[src/rtl/channel_host.sv]
// Host-side UART initiator: sends one 8N1 request byte on line_tx, then receives a
// single-byte reply on line_rx and reports it as done, timeout or framing error.
module channel_host #(
  parameter int CLKS_PER_BIT = 868,
  parameter int TIMEOUT_CLKS = 2000000
) (
  input  logic       clk,
  input  logic       reset,
  input  logic       req_valid,
  input  logic [7:0] req_data,
  output logic       req_ready,
  output logic       line_tx,
  input  logic       line_rx,
  output logic       busy,
  output logic       rsp_valid,
  output logic [7:0] rsp_data,
  output logic       rsp_timeout,
  output logic       rsp_err
);
  localparam int BW = $clog2(CLKS_PER_BIT);
  localparam int TW = $clog2(TIMEOUT_CLKS);
  localparam logic [BW-1:0] BIT_LAST  = BW'(CLKS_PER_BIT - 1);
  localparam logic [BW-1:0] HALF_LAST = BW'(CLKS_PER_BIT / 2 - 1);
  localparam logic [TW-1:0] TO_LAST   = TW'(TIMEOUT_CLKS - 1);

  typedef enum logic [2:0] {
    IDLE, TX_START, TX_DATA, TX_STOP, RX_WAIT, RX_START, RX_DATA, RX_STOP
  } state_t;

  state_t          state_q, state_d;
  logic [BW-1:0]   baud_q, baud_d;
  logic [TW-1:0]   to_q, to_d;
  logic [2:0]      idx_q, idx_d;
  logic [7:0]      tx_sh_q, tx_sh_d;
  logic [7:0]      rx_sh_q, rx_sh_d;
  logic [7:0]      rsp_data_q, rsp_data_d;
  logic            tx_q, tx_d;
  logic            vld_q, vld_d, tmo_q, tmo_d, err_q, err_d;
  logic [1:0]      sync_q;
  logic            rx_s;

  assign rx_s = sync_q[1];

  always_ff @(posedge clk or posedge reset) begin
    if (reset) begin
      state_q    <= IDLE;
      baud_q     <= '0;
      to_q       <= '0;
      idx_q      <= '0;
      tx_sh_q    <= '0;
      rx_sh_q    <= '0;
      rsp_data_q <= '0;
      tx_q       <= 1'b1;
      vld_q      <= 1'b0;
      tmo_q      <= 1'b0;
      err_q      <= 1'b0;
      sync_q     <= 2'b11;
    end else begin
      state_q    <= state_d;
      baud_q     <= baud_d;
      to_q       <= to_d;
      idx_q      <= idx_d;
      tx_sh_q    <= tx_sh_d;
      rx_sh_q    <= rx_sh_d;
      rsp_data_q <= rsp_data_d;
      tx_q       <= tx_d;
      vld_q      <= vld_d;
      tmo_q      <= tmo_d;
      err_q      <= err_d;
      sync_q     <= {sync_q[0], line_rx};
    end
  end

  always_comb begin
    state_d    = state_q;
    baud_d     = baud_q;
    to_d       = to_q;
    idx_d      = idx_q;
    tx_sh_d    = tx_sh_q;
    rx_sh_d    = rx_sh_q;
    rsp_data_d = rsp_data_q;
    tx_d       = tx_q;
    vld_d      = 1'b0;
    tmo_d      = 1'b0;
    err_d      = 1'b0;
    unique case (state_q)
      IDLE: begin
        tx_d = 1'b1;
        if (req_valid) begin
          tx_sh_d = req_data;
          tx_d    = 1'b0;
          baud_d  = '0;
          idx_d   = '0;
          state_d = TX_START;
        end
      end
      TX_START: begin
        if (baud_q == BIT_LAST) begin
          baud_d  = '0;
          idx_d   = '0;
          tx_d    = tx_sh_q[0];
          state_d = TX_DATA;
        end else baud_d = baud_q + 1'b1;
      end
      TX_DATA: begin
        if (baud_q == BIT_LAST) begin
          baud_d = '0;
          if (idx_q == 3'd7) begin
            tx_d    = 1'b1;
            state_d = TX_STOP;
          end else begin
            idx_d = idx_q + 3'd1;
            tx_d  = tx_sh_q[idx_q + 3'd1];
          end
        end else baud_d = baud_q + 1'b1;
      end
      TX_STOP: begin
        if (baud_q == BIT_LAST) begin
          baud_d  = '0;
          to_d    = '0;
          state_d = RX_WAIT;
        end else baud_d = baud_q + 1'b1;
      end
      RX_WAIT: begin
        if (!rx_s) begin
          baud_d  = '0;
          state_d = RX_START;
        end else if (to_q == TO_LAST) begin
          tmo_d   = 1'b1;
          state_d = IDLE;
        end else to_d = to_q + 1'b1;
      end
      // Timeout counter holds while qualifying a start bit; a false start resumes it.
      RX_START: begin
        if (baud_q == HALF_LAST) begin
          baud_d  = '0;
          idx_d   = '0;
          state_d = rx_s ? RX_WAIT : RX_DATA;
        end else baud_d = baud_q + 1'b1;
      end
      RX_DATA: begin
        if (baud_q == BIT_LAST) begin
          baud_d  = '0;
          rx_sh_d = {rx_s, rx_sh_q[7:1]};
          if (idx_q == 3'd7) state_d = RX_STOP;
          else idx_d = idx_q + 3'd1;
        end else baud_d = baud_q + 1'b1;
      end
      RX_STOP: begin
        if (baud_q == BIT_LAST) begin
          baud_d  = '0;
          state_d = IDLE;
          if (rx_s) begin
            vld_d      = 1'b1;
            rsp_data_d = rx_sh_q;
          end else err_d = 1'b1;
        end else baud_d = baud_q + 1'b1;
      end
      default: state_d = IDLE;
    endcase
  end

  assign req_ready   = (state_q == IDLE);
  assign busy        = (state_q != IDLE);
  assign line_tx     = tx_q | reset;
  assign rsp_valid   = vld_q;
  assign rsp_timeout = tmo_q;
  assign rsp_err     = err_q;
  assign rsp_data    = rsp_data_q;
endmodule

[config.mk]
export PLATFORM = sky130hd
export DESIGN_NAME = channel_host
export DESIGN_NICKNAME = d
export VERILOG_FILES = /design/src/rtl/channel_host.sv
export SDC_FILE = /design/constraint.sdc
export NUM_CORES = 1
export LEC_CHECK = 0
export ABC_AREA = 1
export BUFFER_PORTS_ARGS = -buffer_cell sky130_fd_sc_hd__buf_2
export CORE_MARGIN = 2
export CORE_UTILIZATION = 54
export DETAILED_ROUTE_END_ITERATION = 6
export PLACE_DENSITY = 0.82
export SETUP_SLACK_MARGIN = 0.05
export SYNTH_ARGS = -nofsm -noshare
export SYNTH_HDL_FRONTEND = slang
export SYNTH_SLANG_ARGS = --single-unit
[constraint.sdc]
create_clock -name clk -period 2.48 [get_ports clk]
set_input_delay 0.496 -clock clk [delete_from_list [all_inputs] [get_ports clk]]
set_output_delay 0.496 -clock clk [all_outputs]
set_load 0.05 [all_outputs]
* Word-level counts from Yosys, hierarchy flattened
Index checks and enable logic that the tools add are counted. Widths: inputs -> output; s select.
Word-level totals: register bits after elaboration 67, input bits 12, output and inout bits 14
Operators by class: $add $sub $neg 3, magnitude comparators 1, equal/unequal tests 26, multiplexer cells 43, bitwise gates (word level) 1, reductions and logical operators 15
Operator list (count):
- $mux 21 | 3
- $mux 3 | 15
- $pmux 21 s2 | 1
- $mux 10 | 4
- $pmux 10 s4 | 1
- $ne 2x2->1 const B | 13
- $pmux 3 s8 | 1
- $add 21x1->21 const B | 1
- $eq 21x21->1 const B | 1
- $eq 3x3->1 const B | 5
- $mux 1 | 14
- $pmux 3 s4 | 1
- $add 10x1->10 const B | 1
- $eq 10x10->1 const B | 1
- $eq 10x9->1 const B | 1
- $reduce_and 10->1 | 1
- $eq 3x2->1 const B | 2
- $reduce_and 2->1 | 3
- $reduce_and 3->1 | 2
- $reduce_and 6->1 | 1
- $reduce_bool 3->1 | 2
- $reduce_or 5->1 | 1
- $lt 3x4->1 const B | 1
- $reduce_and 4->1 | 1
- 12 further kinds | 12

* Longest topological paths before layout
Gate-level depths: netlist of the first run.
depth after elaboration 6, gate-level depth with buffers 12, depth with buffers taken out 11

* Worst setup path before layout of the first run
No wires, ideal clock.
path type input to output, start input reset, end output line_tx, arrival time 2.695 ns, data required time 1.984 ns, path slack -0.711 ns, cell stages on the path 2, buffers on the path 0, path through inv_1 -> nand2_1
Between the ends: cells in the longest elaborated chain, start to end 1
Ends and longest elaborated chain:
- from (decl) | line 8 | input logic reset,
- $or 1x1->1 | line 165 | assign line_tx = tx_q | reset;
- to (decl) | line 12 | output logic line_tx,
Every way passes these cells.

* Final worst setup path of the first run
start register to_q[0], end register to_q[13]
Between the ends: cells in the longest elaborated chain, start to end 4, elaborated cells between the ends (all ways) 7, those cells by class add/sub: 1; eq/ne: 2; mux: 3; reduce/logical: 1
Ends and longest elaborated chain:
- from (decl) | line 32 | logic [TW-1:0] to_q, to_d;
- from (signal assigned) | line 61 | to_q <= to_d;
- $add 21x1->21 | line 131 | end else to_d = to_q + 1'b1;
- $mux 21 | line 128 | end else if (to_q == TO_LAST) begin
- $mux 21 | line 125 | if (!rx_s) begin
- $pmux 21 s2 | line 86 | unique case (state_q)
Parallel ways exist; a longest one is shown, timed or not. The select of a mux whose other input is x is not followed. A chain may end at the register's enable or synchronous reset.

==> flow_summary.toml, run 1 <==
[logic_synthesis]
syn_area_sq_um = 3890
postSynth.asyncResetShare_pct = 100
synth_top_family_by_area = "simple AND/OR/NAND/NOR gates"
synth-xor-area-share_pct = 3.16
synth_warnings = 0
synth_nets = 523
synth.area.mux_share_pct = 2.32
synth_compound_area_share_pct = 8.18
seq_area_frac_synth_pct = 43.2
synth_edf_count = 0
yosys.area_share.simple_pct = 33.8
avgSynthCellArea_sq_um = 7.68
synth_flop_cell = "dfrtp_1"
synth-seq-cells = 67
synthCells = 506
ys_types = 37
synthAdderAreaFrac_pct = 1.61

[pwr]
irDropWorstVdd_mv = 0.606
power_uw = 3340
internal-power_uw = 2010
switching_share_pct = 39.9
pwr-share-comb_pct = 33.6
seqPwrFrac_pct = 41.3
p_leak_uw = 0.00193
switchingPower_uw = 1330
powerDensity_nw_per_um2 = 783
p_clk_share_pct = 25.1

[clocking]
post_cts_resize_count = 0
cts_sinks = 67
cts_setup_buffers = 0
cts_buffer_depth = 2
cts_tree = "done"
clk_latency_ns = 0.34
clkTransAtPathRegs_ns = 0.07
hold_buffers = 0
htree_levels = 3
cts_root_buf = "clkbuf_8"
numCtsBuffers = 9

[routing]
drtAntennaViolNets = 0
num_vias = 3361
wl_per_cell_um = 13.0
postRouteWirelength_um = 8240
drcViolationCount = 0
dr.pass1.iters = 4
vias_per_cell = 5.28
drt_iter0_drc = 290

[setup_path]
start_kind = "register"
critPathRequiredTime_ns = 2.71
arrival_ns = 2.28
criticalPathCategory = "register to register"
crit_fanout = 32
end_kind = "register"

[worst_hold_path]
hold_class = "input port to register"

[sta]
fin_skew_ns = 0.00386
post-route-period-util_pct = 82.7
maxSlewViolCount = 0
hold-worst-slack_ns = 0.254
fin_crit_ns = 2.05
grt_setup_unrepaired = "false"
slew_headroom_pct = 44.9
worst_slew_pin_slew_ns = 0.827
fmax_mhz = 488
finalSetupViolCount = 0
hold_viol = 0
setup_tns_ns = 0

[global_route]
first_global_vias = 3146
grt.total_usage_pct = 22.9
grt_max_degree = 68
overflow = 0
antenna_found_initial = 0
grt_pass1_wl_um = 14000

[place]
placedCellCount = 620
dp_hpwl_um = 6110
io_buffers = 25
dpl_cell_area_sq_um = 4090
gp_congestion = 0.936

[floorplanning]
die_h_um = 88.8
die_w_um = 88.8
num_rows = 30
initial_core_util_pct = 56.6
io_pins = 26
die_area_sq_um = 7890
core_sq_um = 6870

[layout]
drive_above_1_share_pct = 17.8
nFillCells = 604
area_growth_pct = 9.82
antennaDiodeCount = 0
instances_no_fill = 636
fin_nets = 552
design_area_sq_um = 4270

[run_status]
status = "completed"

[flow_run]
maxCapViolations = 0
registers in the layout, indices dropped and copies added (netlist names):
register / flops
state_q: 3
to_q: 21
idx_q: 3
sync_q: 2
rx_sh_q: 8
rsp_data: 8
rsp_err: 1
tx_sh_q: 8
rsp_valid: 1
baud_q: 10
rsp_timeout: 1
tx_q: 1
synth_stat cells, types with 2 or more instances:
master | number | share of area (%)
o21ai_0 | 11 | 1.4
nor3_1 | 15 | 1.9
nand3_2 | 3 | 0.77
inv_2 | 8 | 0.77
mux2_2 | 8 | 2.3
nand3_1 | 38 | 4.9
nand2_1 | 159 | 15
dfrtp_1 | 64 | 41
inv_1 | 49 | 4.7
nor2_2 | 2 | 0.32
nand4_1 | 15 | 2.4
clkbuf_1 | 2 | 0.19
xnor2_1 | 5 | 1.1
nor2_4 | 2 | 0.58
nor2_1 | 54 | 5.2
o21ai_1 | 11 | 1.4
nand2_2 | 3 | 0.48
buf_6 | 4 | 1.2
o21ai_2 | 17 | 3.8
o211ai_1 | 2 | 0.39
ha_1 | 5 | 1.6
xor2_1 | 9 | 2.0
buf_4 | 3 | 0.58
o31ai_1 | 2 | 0.39
dfstp_2 | 3 | 2.0
kinds of logic after synthesis:
| family | Yosys count |
|---|---|
| AND/OR/NAND/NOR | 297 |
| buffers and inverters | 68 |
| flip-flops | 67 |
| AO/OA/AOI/OAI | 47 |
| XOR/XNOR | 14 |
| multiplexers | 8 |
| adder cells (fa/ha/maj) | 5 |
cells in the final DEF, fill, tap and decap left out, types with 3 or more instances in the layout:
| cell type | instances |
|---|---|
| buf_2 | 25 |
| xnor2_1 | 5 |
| nand3_2 | 3 |
| dfrtp_1 | 64 |
| nor2_1 | 54 |
| mux2_2 | 8 |
| clkbuf_8 | 12 |
| nand3_1 | 38 |
| buf_4 | 3 |
| o21ai_0 | 11 |
| nand2_2 | 3 |
| inv_1 | 48 |
| ha_1 | 5 |
| nand4_1 | 15 |
| xor2_1 | 9 |
| o21ai_2 | 17 |
| dfstp_2 | 3 |
| o21ai_1 | 11 |
| nand2_1 | 158 |
| nor3_1 | 15 |
| inv_2 | 8 |
final cells by class:
| class | count | area [sq um] | area share, % |
|---|---|---|---|
| multi-input combinational | 371 | 1920 | 44.9 |
| sequential | 67 | 1680 | 39.4 |
| inverter | 58 | 221 | 5.19 |
| clock buffer | 14 | 173 | 4.05 |
| timing repair buffer | 28 | 148 | 3.46 |
| tap | 96 | 120 | 2.81 |
| clock inverter | 2 | 10.0 | 0.235 |
metal layers:
metal / up-vias / global-route usage (%) / routed length (um)
met1: 1570 / 29.2 / 3700
met2: 90 / 37.3 / 3910
li1: 1680 / - / -
met4: 0 / 11.0 / 244
met3: 21 / 4.57 / 382
met5: - / 0 / 0
worst paths after layout:
path / startpoint / endpoint / slack (ns) / cells after the start
worst max-delay path: to_q[0]$_DFFE_PP0P_ / to_q[13]$_DFFE_PP0P_ / 0.43 / 10
worst min-delay path: line_rx / sync_q[0]$_DFF_PP1_ / 0.25 / 1
worst max register to register: to_q[0]$_DFFE_PP0P_ / to_q[13]$_DFFE_PP0P_ / 0.43 / 10
worst min register to register: sync_q[0]$_DFF_PP1_ / sync_q[1]$_DFF_PP1_ / 0.36 / 0
max in group asynchronous: reset / state_q[1]$_DFFE_PP0P_ / 1.43 / 3
min in group asynchronous: reset / to_q[15]$_DFFE_PP0P_ / 0.51 / 3
power by group through the flow:
stage | sequential [uW] | combinational (uW) | clock, uW
after global placement | 1390 | 1080 | 0
after global routing | 1390 | 1240 | 914
after floorplan | 1340 | 978 | 0
after CTS | 1380 | 1120 | 852
after detailed placement | 1400 | 1110 | 0
final | 1380 | 1120 | 837
stage by stage:
stage | util, % | worst slack (ns)
after floorplan | - | 0.0953
after global placement | 59.5 | 0.561
after detailed placement | 59.5 | 0.452
after CTS | 62.1 | 0.437
after global routing | 62.1 | 0.207
final | 62.1 | 0.430
worst max-delay path, cell delays in order (launching register included):
cell     delay [ns]
dfrtp_1        0.45
ha_1           0.31
nand3_2        0.17
nor2_4         0.16
nand3_2        0.11
nand2_1        0.08
nand2_2        0.06
nand2_4        0.29
inv_2          0.16
nand2_1        0.10
nand2_1        0.05
(Power assumes the default switching activity.)
==> inputs of run 2 (changes only) <==
--- a/config.mk
+++ b/config.mk
@@ -10,7 +10,7 @@
 export CORE_MARGIN = 2
 export CORE_UTILIZATION = 54
 export DETAILED_ROUTE_END_ITERATION = 6
-export PLACE_DENSITY = 0.82
+export PLACE_DENSITY = 0.79
 export SETUP_SLACK_MARGIN = 0.05
 export SYNTH_ARGS = -nofsm -noshare
 export SYNTH_HDL_FRONTEND = slang
==> constraint.sdc (replaced) <==
create_clock -name clk -period 1.9 [get_ports clk]
set_input_delay 0.38 -clock clk [delete_from_list [all_inputs] [get_ports clk]]
set_output_delay 0.38 -clock clk [all_outputs]
set_load 0.05 [all_outputs]
==> run 2 against run 1 <==
Sequential share of layout area down 1.4 points. Clock skew down 0.00061 ns. Design area up 3.9%. Flip-flop and latch count unchanged.
==> flow_summary.toml, run 2 (synthesized netlist as in run 1, its figures left out) <==
[pwr]
powerDensity_nw_per_um2 = 1080
p_leak_uw = 0.00200
irDropWorstVdd_mv = 0.802
power_uw = 4780

[layout]
nFillCells = 601
fin_util_pct = 64.5
largestRegisters = "to_q: 21 flops, baud_q: 10 flops"
area_growth_pct = 14.1
drive_above_1_share_pct = 20.3
antennaDiodeCount = 0
top_register = "to_q"
fin_nets = 558
layout_commonest_cell = "nand2_1"
final_cell_mix = "157 x nand2_1, 62 x dfrtp_1, 53 x nor2_1, 48 x inv_1, 38 x nand3_1"
largest_register_ffs = 21

[routing]
drtAntennaViolNets = 0
drcViolationCount = 0
drt_iter0_drc = 188
vias_per_cell = 5.26
num_vias = 3375
wl_per_cell_um = 12.7
postRouteWirelength_um = 8160
dr.pass1.iters = 4

[global_route]
grt.total_usage_pct = 22.4
overflow = 0
first_global_vias = 3098
antenna_found_initial = 0
grt_pass1_wl_um = 13800
grt_use_met3_pct = 5.50
grt_max_degree = 68
grt_use_met1_pct = 30.7
grt_util_met2_pct = 34.8
top_usage_layer = "met2"

[setup_path]
cpPeakStageDelay_ns = 0.47
regToRegEndpoint = "rsp_data[0]$_DFFE_PP0P_"
critPathRequiredTime_ns = 1.52
crit_fanout = 7
critPathSlowestCell = "dfrtp_2"
reg2reg_from = "baud_q[1]$_DFFE_PP0P_"
ff2ff_path_depth = 8
criticalPathCategory = "register to output port"
arrival_ns = 1.39
start_kind = "register"
cp_cell_sequence = "inv_2 > nand2_2 > nor2_4 > inv_1 > buf_2"
end_kind = "output port"
reg2reg_setup_slack_ns = 0.16

[clocking]
cts_buffer_depth = 2
clkTransAtPathRegs_ns = 0.07
clk_latency_ns = 0.34
hold_buffers = 0
cts_setup_buffers = 0
cts_tree = "done"
cts_sinks = 67
cts_root_buf = "clkbuf_8"
htree_levels = 3
numCtsBuffers = 9

[floorplanning]
io_pins = 26
core_sq_um = 6870
die_h_um = 88.8
die_w_um = 88.8
num_rows = 30
die_area_sq_um = 7890
initial_core_util_pct = 56.6

[flow_run]
maxCapViolations = 0

[worst_hold_path]
worstHoldEndpoint = "sync_q[0]$_DFF_PP1_"
min-delay-start = "line_rx"
hold_class = "input port to register"
holdPathStages = 1

[sta]
maxSlewViolCount = 0
worst_slew_pin_slew_ns = 0.524
post-route-period-util_pct = 93.3
fin_crit_ns = 1.77
hold-worst-slack_ns = 0.138
fmax_mhz = 564
setup_tns_ns = 0
grt_setup_unrepaired = "true"
slew_headroom_pct = 64.8
hold_viol = 0
finalSetupViolCount = 0
fin_skew_ns = 0.00325

[place]
io_buffers = 25
gp_congestion = 0.949
dp_hpwl_um = 5630

[run_status]
status = "completed"
-- run 2: cell types whose count changed in the layout (fill, tap and decap cells not counted), sizes merged --
cell,delta
inv,+1
buf,+5
bufinv,+2
clkbuf,-4
clkinv,+1
nand4,+1
-- run 2: final cells by class --
type	instances	area [sq um]	share of cell area [%]
Multi-Input combinational cell	372	1960	44.2
Sequential cell	67	1680	38.0
Timing Repair Buffer	33	223	5.02
Inverter	58	221	5.00
Clock buffer	10	138	3.10
Tap cell	96	120	2.71
Clock inverter	6	87.6	1.98
-- run 2: per-layer routing --
layer	share of wire (%)	vias to the layer above
met5	0	-
met4	2.0	0
met3	4.5	15
met2	45	94
met1	48	1559
li1	-	1707
-- run 2: what timing repair did --
action / in CTS / in global routing
pin swaps: 0 / 1
gates resized for setup: 1 / 8
setup endpoints to repair: 1 / 41
gates cloned: 0 / 1
-- run 2: report_power, final --
| part | switching, uW | total, uW | internal [uW] | leakage (uW) |
|---|---|---|---|---|
| sequential | 157 | 1770 | 1610 | 0.000897 |
| combinational | 1110 | 1670 | 558 | 0.000981 |
| clock | 569 | 1350 | 777 | 0.000117 |
| total | 1830 | 4780 | 2950 | 0.00200 |
-- run 2: worst max-delay path by stage --
stage	from	to	slack (ns)	depth (start not counted)
2_1_floorplan	reset	line_tx	-0.25	2
3_3_place_gp	to_q[0]$_DFFE_PP0P_	to_q[13]$_DFFE_PP0P_	0.12	10
3_5_place_dp	to_q[0]$_DFFE_PP0P_	to_q[8]$_DFFE_PP0P_	0.09	10
4_1_cts	state_q[1]$_DFFE_PP0P_	busy	0.09	5
5_1_grt	baud_q[1]$_DFFE_PP0P_	rsp_data[0]$_DFFE_PP0P_	0.03	8
6_report	state_q[1]$_DFFE_PP0P_	busy	0.13	5
-- run 2: metrics by stage --
stage          worst slack (ns)  instance area, sq um  std cells
2_1_floorplan            -0.253                  3900        506
3_3_place_gp              0.122                  4160        625
3_5_place_dp             0.0859                  4160        625
4_1_cts                  0.0946                  4390        641
5_1_grt                  0.0330                  4430        642
6_report                  0.128                  4430        642
-- run 2: critical path: cells and delay by family, from the launching register on --
family,cells,cell delay [ns]
flops,1,0.47
buf+inv,3,0.39
simple gates,2,0.20
